===== src/rtl/chart_scroll_ctrl.sv =====
// Paces chart rows from ROM to the highway renderer: one row per TICKS_PER_ROW frame ticks.
// ROM read takes FETCH+WAIT (2 cycles); OFFER holds row_data/row_valid until row_ready.
module chart_scroll_ctrl #(
   parameter int WIDTH         = 8,
   parameter int DEPTH         = 2240,
   parameter int TICKS_PER_ROW = 4,
   localparam int AW           = $clog2(DEPTH)
) (
   input  logic             clk,
   input  logic             reset,
   input  logic             start,
   input  logic             pause,
   input  logic             frame_tick,
   output logic             rom_en,
   output logic [AW-1:0]    rom_addr,
   input  logic [WIDTH-1:0] rom_data,
   output logic [WIDTH-1:0] row_data,
   output logic             row_valid,
   input  logic             row_ready,
   output logic [AW-1:0]    row_index,
   output logic             playing,
   output logic             done,
   output logic             overrun
);

   localparam logic [2:0] S_IDLE   = 3'd0;
   localparam logic [2:0] S_RUN    = 3'd1;
   localparam logic [2:0] S_PAUSED = 3'd2;
   localparam logic [2:0] S_FETCH  = 3'd3;
   localparam logic [2:0] S_WAIT   = 3'd4;
   localparam logic [2:0] S_OFFER  = 3'd5;
   localparam logic [2:0] S_DONE   = 3'd6;

   localparam logic [7:0]    TICK_MAX = 8'(TICKS_PER_ROW);
   localparam logic [AW-1:0] LAST_ROW = AW'(DEPTH - 1);

   logic [2:0] state;
   logic [2:0] state_nx;
   logic [7:0] tick_cnt;
   logic       counting;
   logic       tick_full;
   logic       launch;
   logic       handshake;
   logic       fetch_go;

   assign counting  = (state == S_RUN) || (state == S_FETCH) ||
                      (state == S_WAIT) || (state == S_OFFER);
   assign tick_full = (tick_cnt == TICK_MAX);
   assign launch    = ((state == S_IDLE) || (state == S_DONE)) && start;
   assign handshake = (state == S_OFFER) && row_valid && row_ready;
   assign fetch_go  = (state == S_RUN) && !pause && tick_full;
   assign rom_addr  = row_index;

   always_comb begin
      state_nx = state;
      case (state)
         S_IDLE, S_DONE: if (start) state_nx = S_RUN;
         S_RUN: begin
            if (pause)          state_nx = S_PAUSED;
            else if (tick_full) state_nx = S_FETCH;
         end
         S_PAUSED: if (!pause) state_nx = S_RUN;
         S_FETCH:  state_nx = S_WAIT;
         S_WAIT:   state_nx = S_OFFER;
         S_OFFER: begin
            if (handshake) state_nx = (row_index == LAST_ROW) ? S_DONE : S_RUN;
         end
         default:  state_nx = S_IDLE;
      endcase
   end

   always_ff @(posedge clk) begin
      if (reset) begin
         state     <= S_IDLE;
         row_index <= '0;
         tick_cnt  <= '0;
         row_data  <= '0;
         row_valid <= 1'b0;
         rom_en    <= 1'b0;
         playing   <= 1'b0;
         done      <= 1'b0;
         overrun   <= 1'b0;
      end else begin
         state   <= state_nx;
         rom_en  <= (state_nx == S_FETCH);
         playing <= (state_nx == S_RUN) || (state_nx == S_FETCH) ||
                    (state_nx == S_WAIT) || (state_nx == S_OFFER);
         done    <= (state_nx == S_DONE);

         // A tick landing on the fetch cycle starts the next row's count.
         if (launch)
            tick_cnt <= '0;
         else if (fetch_go)
            tick_cnt <= frame_tick ? 8'd1 : 8'd0;
         else if (counting && frame_tick && !tick_full)
            tick_cnt <= tick_cnt + 8'd1;

         if (launch)
            overrun <= 1'b0;
         else if ((state == S_OFFER) && frame_tick && tick_full)
            overrun <= 1'b1;

         if (launch)
            row_index <= '0;
         else if (handshake && (row_index != LAST_ROW))
            row_index <= row_index + AW'(1);

         if (state == S_WAIT) begin
            row_data  <= rom_data;
            row_valid <= 1'b1;
         end else if (handshake) begin
            row_valid <= 1'b0;
         end
      end
   end

endmodule


===== config.mk =====
export PLATFORM = sky130hd
export DESIGN_NAME = chart_scroll_ctrl
export DESIGN_NICKNAME = d
export VERILOG_FILES = /design/src/rtl/chart_scroll_ctrl.sv
export SDC_FILE = /design/constraint.sdc
export NUM_CORES = 1
export LEC_CHECK = 0
export CAP_MARGIN = 20
export CORE_MARGIN = 3
export CORE_UTILIZATION = 45
export DETAILED_ROUTE_END_ITERATION = 10
export GPL_ROUTABILITY_DRIVEN = 1
export PLACE_DENSITY = 0.76
export SYNTH_ARGS = -nofsm -noshare
export SYNTH_HDL_FRONTEND = slang
export SYNTH_SLANG_ARGS = --single-unit

===== constraint.sdc =====
create_clock -name clk -period 2.09 [get_ports clk]
set_input_delay 0.5225 -clock clk [delete_from_list [all_inputs] [get_ports clk]]
set_output_delay 0.5225 -clock clk [all_outputs]
set_load 0.005 [all_outputs]

# After elaboration in Yosys (flattened, before gate mapping)

Cells that the tools add are included.

Register bits after elaboration: 36
Logic and storage cells: 61

Mux-type cells: 12
Eq/ne operators: 14
$add $sub $neg: 2
Reduce and logical (&&, ||, !) cells: 24

Operator list:

| cell                                          | count |
|---|---|
| == test 3 bit, second input constant          | 6 |
| 2-to-1 mux 3 bit                              | 6 |
| case mux 3 bit (6 select lines)               | 1 |
| 2-to-1 mux 8 bit                              | 2 |
| adder 12 x 1 -> 12 bit, second input constant | 1 |
| == test 12 bit, second input constant         | 1 |
| inequality test 12 bit, second input constant | 1 |
| logical AND 1 bit                             | 10 |
| == test 3 x 2 -> 1 bit, second input constant | 3 |
| adder 8 x 1 -> 8 bit, second input constant   | 1 |
| == test 8 x 3 -> 1 bit, second input constant | 1 |
| logical OR 1 bit                              | 7 |
| == test 3 x 1 -> 1 bit, second input constant | 2 |
| nonzero test 2 bit                            | 2 |
| OR reduction 2 bit                            | 2 |
| zero test 3 bit                               | 1 |
| 2-to-1 mux 1 bit                              | 3 |
| zero test 1 bit                               | 2 |

# Logic depth before layout (Yosys ltp)

Depth in word-level cells: 9
Gate-level depth with buffers: 7
Gate-level depth less buffers: 7

# Worst setup path after synthesis

Ideal clock, no wire load.

Path kind: register -> register
Start: register row_index[0], in the netlist rom_addr[0]
End: register playing
Path slack: 439 ps
Buffers on the path: 0
Stages on the path, launching flop included: 7
Arrival time: 1536 ps
Clock period less this slack: 1651 ps
Cells stage by stage: dfxtp_1 > ha_1 > nand2_1 > nand4bb_2 > o211a_1 > o22ai_1 > a21bo_1

Cells in the longest elaborated chain, start to end: 8
Elaborated cells on any way between the ends: 11
Classes of those cells: eq/ne (5); mux (3); reduce/logical (3)

Ends and longest elaborated chain:

| what                                                             | RTL line | text |
|---|---|---|
| start, declared                                                  | 20       | `output logic [AW-1:0] row_index,` |
| start signal, assigned                                           | 106      | `row_index <= row_index + AW'(1);` |
| == test 12 bit (*)                                               | 66       | `if (handshake) state_nx = (row_index == LAST_ROW) ? S_DONE : S_RUN;` |
| 2-to-1 mux 3 bit (*) (2 in series)                               | 66       |  |
| case mux 3 bit (6 select lines) (*)                              | 56       | `case (state)` |
| == test 3 x 1 -> 1 bit or == test 3 x 2 -> 1 bit (tied branches) | 86       | `playing <= (state_nx == S_RUN) \|\| (state_nx == S_FETCH) \|\|` |
| logical OR 1 bit (2 in series)                                   | 86       |  |
| logical OR 1 bit (*)                                             | 87       | `(state_nx == S_WAIT) \|\| (state_nx == S_OFFER);` |
| end signal, assigned                                             | 86       |  |
| end, declared                                                    | 21       | `output logic playing,` |

Every way passes the cells marked *; elsewhere a longest branch is shown, timed or not.
A chain may end at the register's enable or synchronous reset.

# Worst setup path after layout

Start: register row_index[1], in the netlist rom_addr[1]
End: register playing

The elaborated chain is that of the path after synthesis.

==> metrics.yaml <==
crit_required_ps: 2270
syn_avg_cell_area_sq_um: 8.87
yosysSeqAreaShare_pct: 37.6
start_util_pct: 47.2
clock_sinks: 36
clk_latency_ps: 290
critPathLaunchType: "register"
p_comb_share_pct: 9.7
max_cap_viol_count: 0
htree_levels: 2
p_seq_share_pct: 51.5
drtAntennaViolNets: 0
first_global_vias: 1592
setup_viol: 0
layout_commonest_cell: "clkdlybuf4s50_1"
yosysUniqueCellTypes: 52
grt_pass1_wl_microns: 7020
track_usage_pct: 17.5
power_mw: 1.37
io_buffers: 50
leakage_nw: 0.870
io_pins: 51
status: "complete, no violations"
syn2layout_area_growth_pct: 31.5
worstPathArrival_ps: 2020
clkTransAtPathRegs_ps: 70
grt_start_max_net_pins: 15
nets: 282
root_buffer: "clkbuf_8"
cp_max_fo: 6
die_area_sq_um: 5080
netlist_instances: 216
drc_errors: 0
period_minus_slack_ps: 1840
min_path_type: "register to register"
end_kind: "register"
vdd_ir_drop_max_mv: 0.398
coreArea_sq_um: 4060
finClkSkew_ps: 4.49
internal_power_mw: 1.06
power.share.clock_pct: 38.8
fp-row-count: 23
viasPerCell: 5.21
hold_buffers: 0
yosysWarnings: 0
place.gp.congestion: 0.793
syn-num-nets: 233
relSlewSlack_pct: 64.4
final_layout_size_suffix_gt1_share_pct: 13.6
synth-edff-count: 0
synth_area_sq_um: 1920
postCtsSetupBuffers: 0
wl_per_cell_microns: 12.6
hpwl_microns: 3050
synth-seq-cells: 36
fp.dieW_microns: 71.3
n_antenna_cell: 0
swShare_pct: 23.0
max_freq_mhz: 544
whs_ps: 474
powerDensity_nw_per_um2: 545
cts-resized-gates: 0
cts_tree: "done"
grt_setup_unrepaired: "false"
final_cell_mix: "clkdlybuf4s50_1, dfxtp_1, nor2_1"
cts_buffers: 5
antenna_found_initial: 0
cts.path.max_buffers: 2
routed_wl_microns: 3960
vias: 1642
min_period_over_period_pct: 88.0
drv_slew: 0
fin_setup_tns_ps: 0
drtIter0Drc: 34
netSwitchingPower_mw: 0.315
die_h_microns: 71.3
yosys_most_used_dff: "dfxtp_1"
first_pass_iters: 4
gr-total-overflow: 0
worst_pin_slew_ps: 531
async_reset_ff_share_pct: 0
hold_viol: 0
critPathKind: "register to register"
[Yosys cell counts, drive strengths merged (2+ instances only)]
library cell | count | area [sq um]
a21oi | 16 | 80.1
nor4b | 3 | 47.5
clkbuf | 2 | 7.51
nor2 | 28 | 108
nor2b | 3 | 28.8
dfxtp | 36 | 721
and4bb | 2 | 28.8
nor4 | 2 | 18.8
a221oi | 3 | 38.8
nand4 | 6 | 43.8
a31oi | 2 | 12.5
inv | 7 | 26.3
xnor2 | 5 | 43.8
ha | 3 | 37.5
and2 | 5 | 31.3
xor2 | 10 | 87.6
o21ai | 11 | 55.1
nand2 | 23 | 86.3
nor3b | 2 | 15.0
buf | 18 | 138
nand2b | 3 | 26.3
nand3 | 8 | 40.0
[layer usage]
metal  part of all wire (%)  GRT usage [%]  vias up
met5                      0              0        -
met4                    1.9           7.52        0
met3                    6.4           5.47        6
met2                     48           30.1       45
met1                     44           19.9      757
li1                       -              -      834
[power groups by stage]
stage                     Clock [mW]  Sequential (mW)  Combinational (mW)
after CTS                      0.553            0.707               0.135
after global placement             0            0.722               0.133
final                          0.532            0.707               0.134
after detailed placement           0            0.722               0.134
after floorplan                    0            0.715              0.0819
after global routing           0.575            0.708               0.148
[metrics by stage]
stage / worst slack (ps) / cell area [sq um] / std cells / utilization, %
after floorplan: 439 / 1920 / 216 / -
after global placement: 62.2 / 2420 / 308 / 59.8
after detailed placement: 45.3 / 2420 / 308 / 59.8
after CTS: 239 / 2520 / 315 / 62.1
after global routing: 117 / 2520 / 315 / 62.1
final: 251 / 2520 / 315 / 62.1
[flip-flops by register name, summed over array words and instances, names as in the netlist]
register	count
done	1
playing	1
overrun	1
row_data	8
tick_cnt	8
rom_addr	12
row_valid	1
state	3
rom_en	1
[final timing paths]
check	from	endpoint	slack [ps]	cells past startpoint
max	rom_addr[1]$_SDFFE_PP0P_	playing$_SDFF_PP0_	250	6
min	row_data[7]$_SDFFE_PP0P_	row_data[7]$_SDFFE_PP0P_	470	2
max reg2reg	rom_addr[1]$_SDFFE_PP0P_	playing$_SDFF_PP0_	250	6
min reg2reg	row_data[7]$_SDFFE_PP0P_	row_data[7]$_SDFFE_PP0P_	470	2
[critical path, stage by stage, from the launching register on]
cell and delay, ps:
dfxtp_1 400, ha_1 190, nand2_1 110, nand4bb_2 350, o211a_1 290, o22ai_1 180
a21bo_1 220
[cell type report]
cell class	instances	area [sq um]
Clock buffer	7	96.3
Fill cell	372	1540
Inverter	7	26.3
Multi-Input combinational cell	153	1020
Sequential cell	36	721
Tap cell	50	62.6
Timing Repair Buffer	62	591
[logic make-up after synthesis]
group           Yosys count  share of synthesized area, %
flops                    36                          37.6
compound gates           42                          16.3
fa+ha+maj                 3                          1.96
xor+xnor                 15                          6.85
mux                       1                         0.522
buf+inv                  27                          8.94
simple gates             92                          27.8
No activity file was read; power rests on OpenSTA's default activity.
